==> config.mk <==
export PLATFORM = sky130hd
export DESIGN_NAME = collision_detector
export DESIGN_NICKNAME = d
export VERILOG_FILES = /design/src/rtl/collision_detector.sv
export SDC_FILE = /design/constraint.sdc
export NUM_CORES = 1
export LEC_CHECK = 0
export CORE_MARGIN = 2
export CORE_UTILIZATION = 45
export DETAILED_ROUTE_END_ITERATION = 8
export PLACE_DENSITY_LB_ADDON = 0.12
export SLEW_MARGIN = 30
export SYNTH_ARGS = -nofsm -noshare
export SYNTH_HDL_FRONTEND = slang
export SYNTH_SLANG_ARGS = --single-unit
==> constraint.sdc <==
create_clock -name clock -period 9.73 [get_ports clock]
set_input_delay 1.946 -clock clock [delete_from_list [all_inputs] [get_ports clock]]
set_output_delay 1.946 -clock clock [all_outputs]
set_load 0.01 [all_outputs]
==> src/rtl/collision_detector.sv <==
// Purpose: scans the stage rectangle table against one player hitbox and publishes a 5-bit contact word.
// Latency: wall/wall_valid update NUM_RECTS+2 cycles after SAMPLE; back-to-back scans every NUM_RECTS+2 cycles.
// Backpressure: table writes are accepted only while idle (cfg_ready = ~busy); the writer holds cfg_we until accepted.
module collision_detector #(
  parameter int NUM_RECTS = 8,
  parameter int PLAYER_W  = 16,
  parameter int PLAYER_H  = 32,
  parameter int MARGIN    = 1
) (
  input  logic                         clock,
  input  logic                         reset,
  input  logic                         enable,
  input  logic [31:0]                  position,
  input  logic                         platform_thru,
  input  logic                         cfg_we,
  input  logic [$clog2(NUM_RECTS)-1:0] cfg_addr,
  input  logic [63:0]                  cfg_data,
  input  logic                         cfg_platform,
  input  logic                         cfg_valid,
  output logic                         cfg_ready,
  output logic [31:0]                  wall,
  output logic                         wall_valid,
  output logic                         busy
);

  localparam int AW = $clog2(NUM_RECTS);
  localparam logic [AW-1:0] LAST_IDX = AW'(NUM_RECTS - 1);

  // 18-bit signed working width leaves headroom for hitbox size and margin on 16-bit coordinates
  localparam logic signed [17:0] PW = 18'(PLAYER_W);
  localparam logic signed [17:0] PH = 18'(PLAYER_H);
  localparam logic signed [17:0] MG = 18'(MARGIN);

  typedef enum logic [1:0] {IDLE, SAMPLE, SCAN, PUBLISH} state_t;

  typedef struct packed {
    logic [15:0] x0;
    logic [15:0] y0;
    logic [15:0] x1;
    logic [15:0] y1;
  } rect_t;

  function automatic logic signed [17:0] sx(input logic [15:0] v);
    return {{2{v[15]}}, v};
  endfunction

  state_t               state_q, state_d;
  logic [AW-1:0]        idx_q, idx_d;
  logic [4:0]           acc_q, acc_d;
  logic [31:0]          pos_q, pos_d;
  logic                 thru_q, thru_d;
  logic [4:0]           wall_q, wall_d;
  logic                 wall_valid_q, wall_valid_d;

  rect_t                rect_q [NUM_RECTS];
  rect_t                rect_d [NUM_RECTS];
  logic [NUM_RECTS-1:0] plat_q, plat_d;
  logic [NUM_RECTS-1:0] vld_q, vld_d;

  logic                 cfg_wr;
  rect_t                cur;
  logic                 cur_vld;
  logic                 cur_plat;
  logic signed [17:0]   px, py, rr, tt, x0, y0, x1, y1;
  logic                 hov, vov;
  logic                 c_up, c_down, c_left, c_right;
  logic [4:0]           hit;

  assign busy       = (state_q != IDLE);
  assign cfg_ready  = ~busy;
  assign cfg_wr     = cfg_we & cfg_ready;
  assign wall       = {27'b0, wall_q};
  assign wall_valid = wall_valid_q;

  // Table update: the accepted write replaces one entry, visible to the next scan
  always_comb begin
    rect_d = rect_q;
    plat_d = plat_q;
    vld_d  = vld_q;
    if (cfg_wr) begin
      rect_d[cfg_addr] = cfg_data;
      plat_d[cfg_addr] = cfg_platform;
      vld_d[cfg_addr]  = cfg_valid;
    end
  end

  // Valid bits are reset so a fresh stage starts empty
  always_ff @(posedge clock or negedge reset) begin
    if (!reset) begin
      vld_q <= '0;
    end else begin
      vld_q <= vld_d;
    end
  end

  // Rectangle bounds and type carry no reset; they only matter once their valid bit is set
  always_ff @(posedge clock) begin
    rect_q <= rect_d;
    plat_q <= plat_d;
  end

  // Contact evaluation of the entry currently addressed by the scan index
  always_comb begin
    cur      = rect_q[idx_q];
    cur_vld  = vld_q[idx_q];
    cur_plat = plat_q[idx_q];
    px       = sx(pos_q[31:16]);
    py       = sx(pos_q[15:0]);
    rr       = px + PW;
    tt       = py + PH;
    x0       = sx(cur.x0);
    y0       = sx(cur.y0);
    x1       = sx(cur.x1);
    y1       = sx(cur.y1);
    hov      = (px < x1) && (rr > x0);
    vov      = (py < y1) && (tt > y0);
    c_down   = hov && (py >= y1 - MG) && (py <= y1 + MG);
    c_up     = hov && (tt >= y0 - MG) && (tt <= y0 + MG);
    c_left   = vov && (px >= x1 - MG) && (px <= x1 + MG);
    c_right  = vov && (rr >= x0 - MG) && (rr <= x0 + MG);
    hit      = '0;
    if (cur_vld) begin
      if (cur_plat) begin
        hit[4] = c_down & ~thru_q;
      end else begin
        hit[3:0] = {c_left, c_right, c_down, c_up};
      end
    end
  end

  // Scan sequencer: sample, walk every entry, publish, then repeat while enabled
  always_comb begin
    state_d      = state_q;
    idx_d        = idx_q;
    acc_d        = acc_q;
    pos_d        = pos_q;
    thru_d       = thru_q;
    wall_d       = wall_q;
    wall_valid_d = 1'b0;
    case (state_q)
      IDLE: begin
        if (enable) state_d = SAMPLE;
      end
      SAMPLE: begin
        pos_d   = position;
        thru_d  = platform_thru;
        acc_d   = '0;
        idx_d   = '0;
        state_d = SCAN;
      end
      SCAN: begin
        acc_d = acc_q | hit;
        if (idx_q == LAST_IDX) begin
          state_d = PUBLISH;
        end else begin
          idx_d = idx_q + AW'(1);
        end
      end
      PUBLISH: begin
        // wall and its strobe are registered together so wall_valid marks the cycle the new word is visible
        wall_d       = acc_q;
        wall_valid_d = 1'b1;
        state_d      = enable ? SAMPLE : IDLE;
      end
      default: state_d = IDLE;
    endcase
  end

  // Sequencer state; reset discards any partially accumulated scan
  always_ff @(posedge clock or negedge reset) begin
    if (!reset) begin
      state_q      <= IDLE;
      idx_q        <= '0;
      acc_q        <= '0;
      pos_q        <= '0;
      thru_q       <= 1'b0;
      wall_q       <= '0;
      wall_valid_q <= 1'b0;
    end else begin
      state_q      <= state_d;
      idx_q        <= idx_d;
      acc_q        <= acc_d;
      pos_q        <= pos_d;
      thru_q       <= thru_d;
      wall_q       <= wall_d;
      wall_valid_q <= wall_valid_d;
    end
  end

endmodule

==> impl_metrics.sql, run 1 <==
INSERT INTO impl_metrics (metric_group, metric, value, unit) VALUES
('route', 'routed_wirelength_normalized_by_instance_count', '24.1', 'um'),
('worst_setup_path', 'data_required_time_at_the_worst_endpoint', '10.24', 'ns'),
('worst_setup_path', 'critical_path.reg2reg.startpoint', 'idx_q[0]', ''),
('cells_and_area', 'final-seq-area', '17100', 'um^2'),
('min_path', 'hold_path_end', 'acc_q[4]', ''),
('clock_network', 'num_clock_sinks', '577', ''),
('global_routing', 'grt_first_pass_wirelength', '107000', 'um'),
('global_routing', 'busiest_layer', 'met2', ''),
('clock_network', 'clkSlewWorstSetupHoldPaths', '0.06', 'ns'),
('clock_network', 'post-cts-setup-buffer-count', '0', ''),
('timing', 'layout_worst_path_cycle_share', '0.565', ''),
('global_routing', 'globalRouteMet3Util', '0.0348', ''),
('clock_network', 'cts_tree', 'done', ''),
('clock_network', 'worst_skew_pair.late_latency', '0.64', 'ns'),
('route', 'drtPass1Iterations', '5', ''),
('floorplanning', 'start_util', '0.454', ''),
('timing', 'hold_ws', '0.478', 'ns'),
('logic_synthesis', 'synth_top_family_by_area', 'multiplexers', ''),
('outcome', 'outcome', 'finished, final reports clean', ''),
('timing', 'final.setup.worst_slack', '4.23', 'ns'),
('worst_setup_path', 'ff2ff_path_depth', '14', ''),
('min_path', 'worst_hold_path_type', 'flip-flop to flip-flop', ''),
('cells_and_area', 'finalNetCount', '2368', ''),
('worst_setup_path', 'worstSetupStartpointType', 'flip-flop', ''),
('route', 'detail_routed_via_count_per_cell', '5.68', ''),
('placement', 'placement.io_buffers', '113', ''),
('cells_and_area', 'multiInputGateArea', '12100', 'um^2'),
('floorplanning', 'fp-row-count', '94', ''),
('pwr', 'vdd.ir_drop.worst', '0.000169', 'V'),
('clock_network', 'numCtsBuffers', '60', ''),
('logic_synthesis', 'yosys_warning_count', '0', ''),
('logic_synthesis', 'synth-compound-area-share', '0.0467', ''),
('worst_setup_path', 'cp_slowest_cell', 'sky130_fd_sc_hd__dfrtp_4', ''),
('clock_network', 'postCtsHoldBufs', '0', ''),
('clock_network', 'cts_root_buf', 'sky130_fd_sc_hd__clkbuf_16', ''),
('timing', 'hold_viol', '0', ''),
('route', 'count_of_routing_violations_after_the_opening_detailed_route_iteration', '1368', ''),
('min_path', 'hold_path_startpoint', 'thru_q', ''),
('timing', 'grt_setup_unrepaired', 'false', ''),
('global_routing', 'track_usage', '0.212', ''),
('worst_setup_path', 'crit-reg2reg-capture', 'acc_q[2]', ''),
('pwr', 'power.total', '0.0103', 'W'),
('pwr', 'power_density', '306', 'nW/um^2'),
('timing', 'max_freq', '182', 'MHz'),
('timing', 'final_slew_violations', '0', ''),
('worst_setup_path', 'crit_path_max_incr_delay', '0.92', 'ns'),
('logic_synthesis', 'synth-simple-area-share', '0.0735', ''),
('floorplanning', 'die_area', '68400', 'um^2'),
('worst_setup_path', 'reg2reg_slack', '4.23', 'ns'),
('cells_and_area', 'postLayoutCoreUtil', '0.512', ''),
('timing', 'setup_violations', '0', ''),
('logic_synthesis', 'synth-xor-area-share', '0.0373', ''),
('timing', 'period_minus_slack', '5.50', 'ns'),
('logic_synthesis', 'yosysSeqAreaShare', '0.571', ''),
('route', 'num_vias', '16800', ''),
('logic_synthesis', 'synth_cell_type_count', '82', ''),
('logic_synthesis', 'synth.mux.area_fraction', '0.152', ''),
('logic_synthesis', 'ys_async_sr_fraction', '0.0988', ''),
('worst_setup_path', 'timing.critical_path.cells', 'buf_12, mux4_2, mux2i_4, ha_1, nand2_1, or3_4, nor3b_2, xor2_1, ha_1, a21o_1, a21o_1, a2111oi_0, o21ai_0, a32o_1', ''),
('route', 'antenna_left', '0', ''),
('logic_synthesis', 'post_synth_fa_ha_maj_area_fraction', '0.0902', ''),
('floorplanning', 'design.portCount', '141', ''),
('global_routing', 'grt_start_max_net_pins', '110', ''),
('placement', 'finalWeightedCongestion', '0.903', ''),
('logic_synthesis', 'syn_area_per_cell', '15.7', 'um^2'),
('clock_network', 'clockBufferDepth', '3', ''),
('cells_and_area', 'final_layout_size_suffix_gt1_frac', '0.171', ''),
('timing', 'slew_worst_pin', '0.985', 'ns'),
('floorplanning', 'die_w', '261', 'um'),
('global_routing', 'grt_antenna_before_repair', '3', ''),
('logic_synthesis', 'yosys_most_used_dff', 'sky130_fd_sc_hd__edfxtp_1', '');
[layer usage]
metal / up-vias / part of all wire
met3: 87 / 0.054
met1: 8535 / 0.48
met2: 426 / 0.45
met4: 2 / 0.021
met5: - / 0.00013
li1: 7778 / -
[per-stage QoR]
| step | area (um^2) | cells |
|---|---|---|
| 6_report | 33700 | 2963 |
| 5_1_grt | 33700 | 2962 |
| 4_1_cts | 33600 | 2958 |
| 3_5_place_dp | 31700 | 2847 |
| 3_3_place_gp | 31700 | 2846 |
| 2_1_floorplan | 29900 | 1932 |
[cells in the mapped netlist (16+ instances only)]
master | instances | area share
sky130_fd_sc_hd__buf_6 | 20 | 0.0075
sky130_fd_sc_hd__a21oi_1 | 53 | 0.0089
sky130_fd_sc_hd__nor2_1 | 79 | 0.0099
sky130_fd_sc_hd__nand4_1 | 31 | 0.0065
sky130_fd_sc_hd__xnor2_1 | 81 | 0.024
sky130_fd_sc_hd__mux2i_1 | 22 | 0.0074
sky130_fd_sc_hd__nor3_1 | 27 | 0.0045
sky130_fd_sc_hd__nand2_1 | 96 | 0.012
sky130_fd_sc_hd__mux2_2 | 48 | 0.018
sky130_fd_sc_hd__buf_4 | 33 | 0.0083
sky130_fd_sc_hd__nand2b_1 | 16 | 0.0034
sky130_fd_sc_hd__mux4_2 | 124 | 0.094
sky130_fd_sc_hd__nand3_1 | 64 | 0.011
sky130_fd_sc_hd__dfrtp_1 | 57 | 0.048
sky130_fd_sc_hd__and3_1 | 18 | 0.0038
sky130_fd_sc_hd__mux2i_2 | 18 | 0.0083
sky130_fd_sc_hd__xor2_1 | 46 | 0.014
sky130_fd_sc_hd__mux2i_4 | 18 | 0.014
sky130_fd_sc_hd__inv_1 | 42 | 0.0053
sky130_fd_sc_hd__o21ai_0 | 32 | 0.0054
sky130_fd_sc_hd__ha_1 | 215 | 0.090
sky130_fd_sc_hd__edfxtp_1 | 520 | 0.52
sky130_fd_sc_hd__a21o_1 | 39 | 0.0098
[worst max-delay path by stage]
stage | slack (ns) | start | to
5_1_grt | 3.88 | idx_q[0] | acc_q[0]
4_1_cts | 4.22 | idx_q[0] | acc_q[2]
6_report | 4.23 | idx_q[0] | acc_q[2]
3_3_place_gp | 4.39 | idx_q[0] | acc_q[0]
3_5_place_dp | 4.23 | idx_q[0] | acc_q[2]
2_1_floorplan | 2.28 | cfg_addr[0] | vld_q[0]
[cells in the final DEF (no fill, tap or decap), types with 12 or more instances in the layout]
master / instances
sky130_fd_sc_hd__a21oi_1: 53
sky130_fd_sc_hd__nor2b_1: 12
sky130_fd_sc_hd__clkdlybuf4s50_1: 112
sky130_fd_sc_hd__mux2i_2: 18
sky130_fd_sc_hd__mux2_2: 48
sky130_fd_sc_hd__a21o_1: 39
sky130_fd_sc_hd__conb_1: 27
sky130_fd_sc_hd__mux2i_1: 22
sky130_fd_sc_hd__nand2b_1: 16
sky130_fd_sc_hd__and3_1: 18
sky130_fd_sc_hd__xnor2_1: 81
sky130_fd_sc_hd__nor3_1: 25
sky130_fd_sc_hd__mux4_2: 124
sky130_fd_sc_hd__nand3_1: 64
sky130_fd_sc_hd__inv_1: 42
sky130_fd_sc_hd__clkbuf_16: 61
sky130_fd_sc_hd__o21ai_0: 32
sky130_fd_sc_hd__mux4_1: 12
sky130_fd_sc_hd__a211oi_1: 15
sky130_fd_sc_hd__mux2i_4: 18
sky130_fd_sc_hd__nand2_1: 96
sky130_fd_sc_hd__nor2_1: 73
sky130_fd_sc_hd__xor2_1: 46
sky130_fd_sc_hd__edfxtp_1: 520
sky130_fd_sc_hd__dfrtp_1: 54
sky130_fd_sc_hd__clkinv_1: 15
sky130_fd_sc_hd__clkbuf_1: 15
sky130_fd_sc_hd__nand4_1: 31
sky130_fd_sc_hd__ha_1: 214
[layout make-up]
| class | count | area share |
|---|---|---|
| Antenna cell | 3 | 0.000223 |
| Clock buffer | 76 | 0.0470 |
| Clock inverter | 35 | 0.00955 |
| Inverter | 47 | 0.00524 |
| Multi-Input combinational cell | 1229 | 0.359 |
| Sequential cell | 577 | 0.507 |
| Tap cell | 864 | 0.0321 |
| Timing Repair Buffer | 132 | 0.0404 |
[sequential cells by signal (all words and copies together), names as in the netlist, 2 cells and up]
| signal | count |
|---|---|
| acc_q | 5 |
| idx_q | 3 |
| plat_q | 8 |
| pos_q | 32 |
| rect_q | 512 |
| state_q | 2 |
| vld_q | 8 |
| wall_q | 5 |
[power breakdown]
group          total [W]  internal, W  switching, W
sequential       0.00319      0.00288      0.000307
combinational    0.00489      0.00215       0.00274
clock            0.00223      0.00126      0.000967
total             0.0103      0.00629       0.00402
[worst max-delay path, delay by kind of cell (launching register included)]
| kind | cells | cell delay (ns) |
|---|---|---|
| mux | 2 | 0.90 |
| buf+inv | 1 | 0.64 |
| compound gates | 5 | 1.40 |
| flops | 1 | 0.92 |
| fa+ha+maj | 2 | 0.53 |
| simple gates | 3 | 0.76 |
| xor+xnor | 1 | 0.17 |
[logic make-up after synthesis]
family / after synthesis
muxes: 243
buffers and inverters: 126
adders and majority gates: 215
xor gates and xnor gates: 127
and+or+nand+nor: 408
AOI/OAI and AO/OA: 209
other: 1
DFF: 577
Note: power is estimated with default switching activity, not from simulation.
==> run 2: changes to the inputs <==
clock period = 5.7 ns   (was 9.73 ns; I/O delays follow)
==> impl_metrics.sql, run 2 (same netlist as run 1, synthesis figures left out) <==
INSERT INTO impl_metrics (metric_group, metric, value, unit) VALUES
('min_path', 'worst_hold_path.num_cells', '1', ''),
('global_routing', 'first_global_vias', '17500', ''),
('route', 'count_of_routing_violations_after_the_opening_detailed_route_iteration', '1239', ''),
('floorplanning', 'die-height', '261', 'um'),
('timing', 'fin_worst_skew', '0.0393', 'ns'),
('clock_network', 'cts_tree', 'done', ''),
('cells_and_area', 'top_regs', 'rect_q (512), pos_q (32)', ''),
('clock_network', 'worst_skew_pair.late_latency', '0.65', 'ns'),
('cells_and_area', 'stdcell_count', '3002', ''),
('worst_setup_path', 'critical_path.reg2reg.startpoint', 'idx_q[0]', ''),
('cells_and_area', 'final_cell_mix', 'sky130_fd_sc_hd__edfxtp_1 (520), sky130_fd_sc_hd__ha_1 (214), sky130_fd_sc_hd__mux4_2 (124), sky130_fd_sc_hd__clkdlybuf4s50_1 (112), sky130_fd_sc_hd__nand2_1 (96)', ''),
('clock_network', 'cts.repair.resized', '0', ''),
('cells_and_area', 'postLayoutCoreUtil', '0.520', ''),
('worst_setup_path', 'reg2reg_slack', '0.79', 'ns'),
('clock_network', 'num_clock_sinks', '577', ''),
('cells_and_area', 'finalNetCount', '2405', ''),
('worst_setup_path', 'crit_path_max_incr_delay', '0.90', 'ns'),
('cells_and_area', 'largest_reg_flops', '512', ''),
('pwr', 'power.share.clock', '0.218', ''),
('clock_network', 'clkSlewWorstSetupHoldPaths', '0.07', 'ns'),
('timing', 'hold_viol', '0', ''),
('clock_network', 'numCtsBuffers', '60', ''),
('route', 'routed_wirelength_normalized_by_instance_count', '24.4', 'um'),
('timing', 'setup-tns-final', '0', 'ns'),
('timing', 'final_slew_violations', '0', ''),
('timing', 'timing.max_slew.rel_slack', '0.419', ''),
('worst_setup_path', 'cp-endpoint', 'acc_q[2]', ''),
('min_path', 'worst_hold_path_type', 'flip-flop to flip-flop', ''),
('clock_network', 'postCtsHoldBufs', '0', ''),
('floorplanning', 'die_w', '261', 'um'),
('worst_setup_path', 'source_of_the_critical_timing_path', 'idx_q[0]', ''),
('global_routing', 'gr-total-overflow', '0', ''),
('placement', 'finalWeightedCongestion', '0.874', ''),
('worst_setup_path', 'timing.critical_path.cells', 'buf_4, mux4_2, mux2i_4, ha_1, nand2_1, or3_4, nor3b_2, xor2_1, ha_1, a21o_1, a21o_1, a2111oi_0, o21ai_0, a32o_1', ''),
('placement', 'placement.io_buffers', '113', ''),
('clock_network', 'clockBufferDepth', '3', ''),
('worst_setup_path', 'cp_slowest_cell', 'sky130_fd_sc_hd__dfrtp_4', ''),
('floorplanning', 'core-area', '65700', 'um^2'),
('floorplanning', 'start_util', '0.454', ''),
('cells_and_area', 'final_layout_size_suffix_gt1_frac', '0.187', ''),
('floorplanning', 'fp-row-count', '94', ''),
('clock_network', 'post-cts-setup-buffer-count', '0', ''),
('worst_setup_path', 'critical_path_arrival', '5.42', 'ns'),
('worst_setup_path', 'ff2ff_path_depth', '14', ''),
('timing', 'grt_setup_unrepaired', 'false', ''),
('route', 'drtPass1Iterations', '5', ''),
('placement', 'hpwl', '50800', 'um'),
('outcome', 'outcome', 'finished, final reports clean', ''),
('pwr', 'power_switching_share', '0.388', ''),
('floorplanning', 'die_area', '68400', 'um^2'),
('timing', 'slew_worst_pin', '0.872', 'ns'),
('worst_setup_path', 'path_class', 'flip-flop to flip-flop', ''),
('route', 'num_vias', '17000', ''),
('worst_setup_path', 'crit-reg2reg-capture', 'acc_q[2]', ''),
('global_routing', 'grt_first_pass_wirelength', '110000', 'um'),
('timing', 'max_freq', '203', 'MHz'),
('pwr', 'internal-power', '0.0110', 'W'),
('placement', 'post-place-cells', '2886', ''),
('timing', 'period_minus_slack', '4.91', 'ns'),
('pwr', 'comb_power_share', '0.475', ''),
('route', 'antenna_left', '0', ''),
('pwr', 'power.net_switching', '0.00694', 'W'),
('cells_and_area', 'area_delta_synth_final', '14.5', '%'),
('route', 'drc', '0', ''),
('worst_setup_path', 'data_required_time_at_the_worst_endpoint', '6.21', 'ns'),
('clock_network', 'h-tree-depth', '2', ''),
('clock_network', 'cts_root_buf', 'sky130_fd_sc_hd__clkbuf_16', ''),
('global_routing', 'grt_start_max_net_pins', '67', ''),
('cells_and_area', 'leading_cell_type_in_the_layout_fill_and_taps_excluded', 'sky130_fd_sc_hd__edfxtp_1', ''),
('timing', 'layout_worst_path_cycle_share', '0.862', ''),
('pwr', 'vdd.ir_drop.worst', '0.000269', 'V'),
('route', 'detail_routed_via_count_per_cell', '5.68', ''),
('cells_and_area', 'max_flop_register', 'rect_q', ''),
('route', 'total_wire_length', '73200', 'um'),
('global_routing', 'grt_antenna_before_repair', '8', ''),
('timing', 'setup_violations', '0', ''),
('pwr', 'power.static_leakage', '12.1', 'nW'),
('pwr', 'sequentialPowerShare', '0.306', ''),
('timing', 'hold_ws', '0.470', 'ns'),
('worst_setup_path', 'crit_fanout', '35', ''),
('worst_setup_path', 'timing.critical_path.to_type', 'flip-flop', ''),
('global_routing', 'track_usage', '0.216', ''),
('flow_run', 'cap_violations', '0', ''),
('pwr', 'power_density', '524', 'nW/um^2'),
('worst_setup_path', 'worstSetupStartpointType', 'flip-flop', ''),
('floorplanning', 'design.portCount', '141', '');
[run 2: metal layers]
layer	GRT usage	wire (um)	share of wire	vias to the layer above
met1	0.307	33900	0.46	8702
li1	-	-	-	7835
met4	0.0499	1330	0.018	6
met2	0.348	34100	0.47	410
met3	0.0399	3840	0.052	95
met5	0	38	0.00052	-
[run 2: worst min-delay path by stage]
stage / start / to / slack (ns)
after floorplan: thru_q / acc_q[4] / 0.43
after global placement: acc_q[4] / acc_q[4] / 0.46
after detailed placement: thru_q / acc_q[4] / 0.46
after CTS: thru_q / acc_q[4] / 0.47
after global routing: thru_q / acc_q[4] / 0.51
final: thru_q / acc_q[4] / 0.47
[run 2: power groups by stage]
stage,logic [W],registers [W],clock network (W)
global route,0.00946,0.00554,0.00416
global placement,0.00826,0.00558,0
detailed placement,0.00845,0.00559,0
CTS,0.00850,0.00550,0.00400
finish,0.00851,0.00548,0.00391
floorplan,0.00643,0.00524,0
[run 2: worst max-delay path, delay by kind of cell, from the launching register on]
kind | cells | cell delay [ns]
adders and majority gates | 2 | 0.53
muxes | 2 | 0.80
buffers and inverters | 1 | 0.31
and+or+nand+nor | 3 | 0.73
xor gates and xnor gates | 1 | 0.18
AOI/OAI and AO/OA | 5 | 1.31
DFF | 1 | 0.90
[run 2: layout make-up]
type,count,area [um^2]
fill,5386,31600
sequential,577,17100
multi-input combinational,1229,12100
timing repair buffer,169,1770
clock buffer,79,1620
tap,864,1080
clock inverter,35,349
inverter,47,176
antenna,2,5.00
[run 2: stage by stage]
stage / cell area (um^2) / total power, W / setup slack (ns)
finish: 34200 / 0.0179 / 0.786
CTS: 34100 / 0.0180 / 0.756
floorplan: 29900 / 0.0117 / 0.922
global route: 34200 / 0.0192 / 0.416
global placement: 32000 / 0.0138 / 0.846
detailed placement: 32200 / 0.0140 / 0.793
==> run 3: changes to the inputs <==
==> constraint.sdc (replaced) <==
create_clock -name clock -period 5.7 [get_ports clock]
set_input_delay 1.14 -clock clock [delete_from_list [all_inputs] [get_ports clock]]
set_output_delay 1.14 -clock clock [all_outputs]
set_load 0.005 [all_outputs]
==> results of run 3 <==
The final DEF is identical to that of run 2. Status: finished, final reports clean.
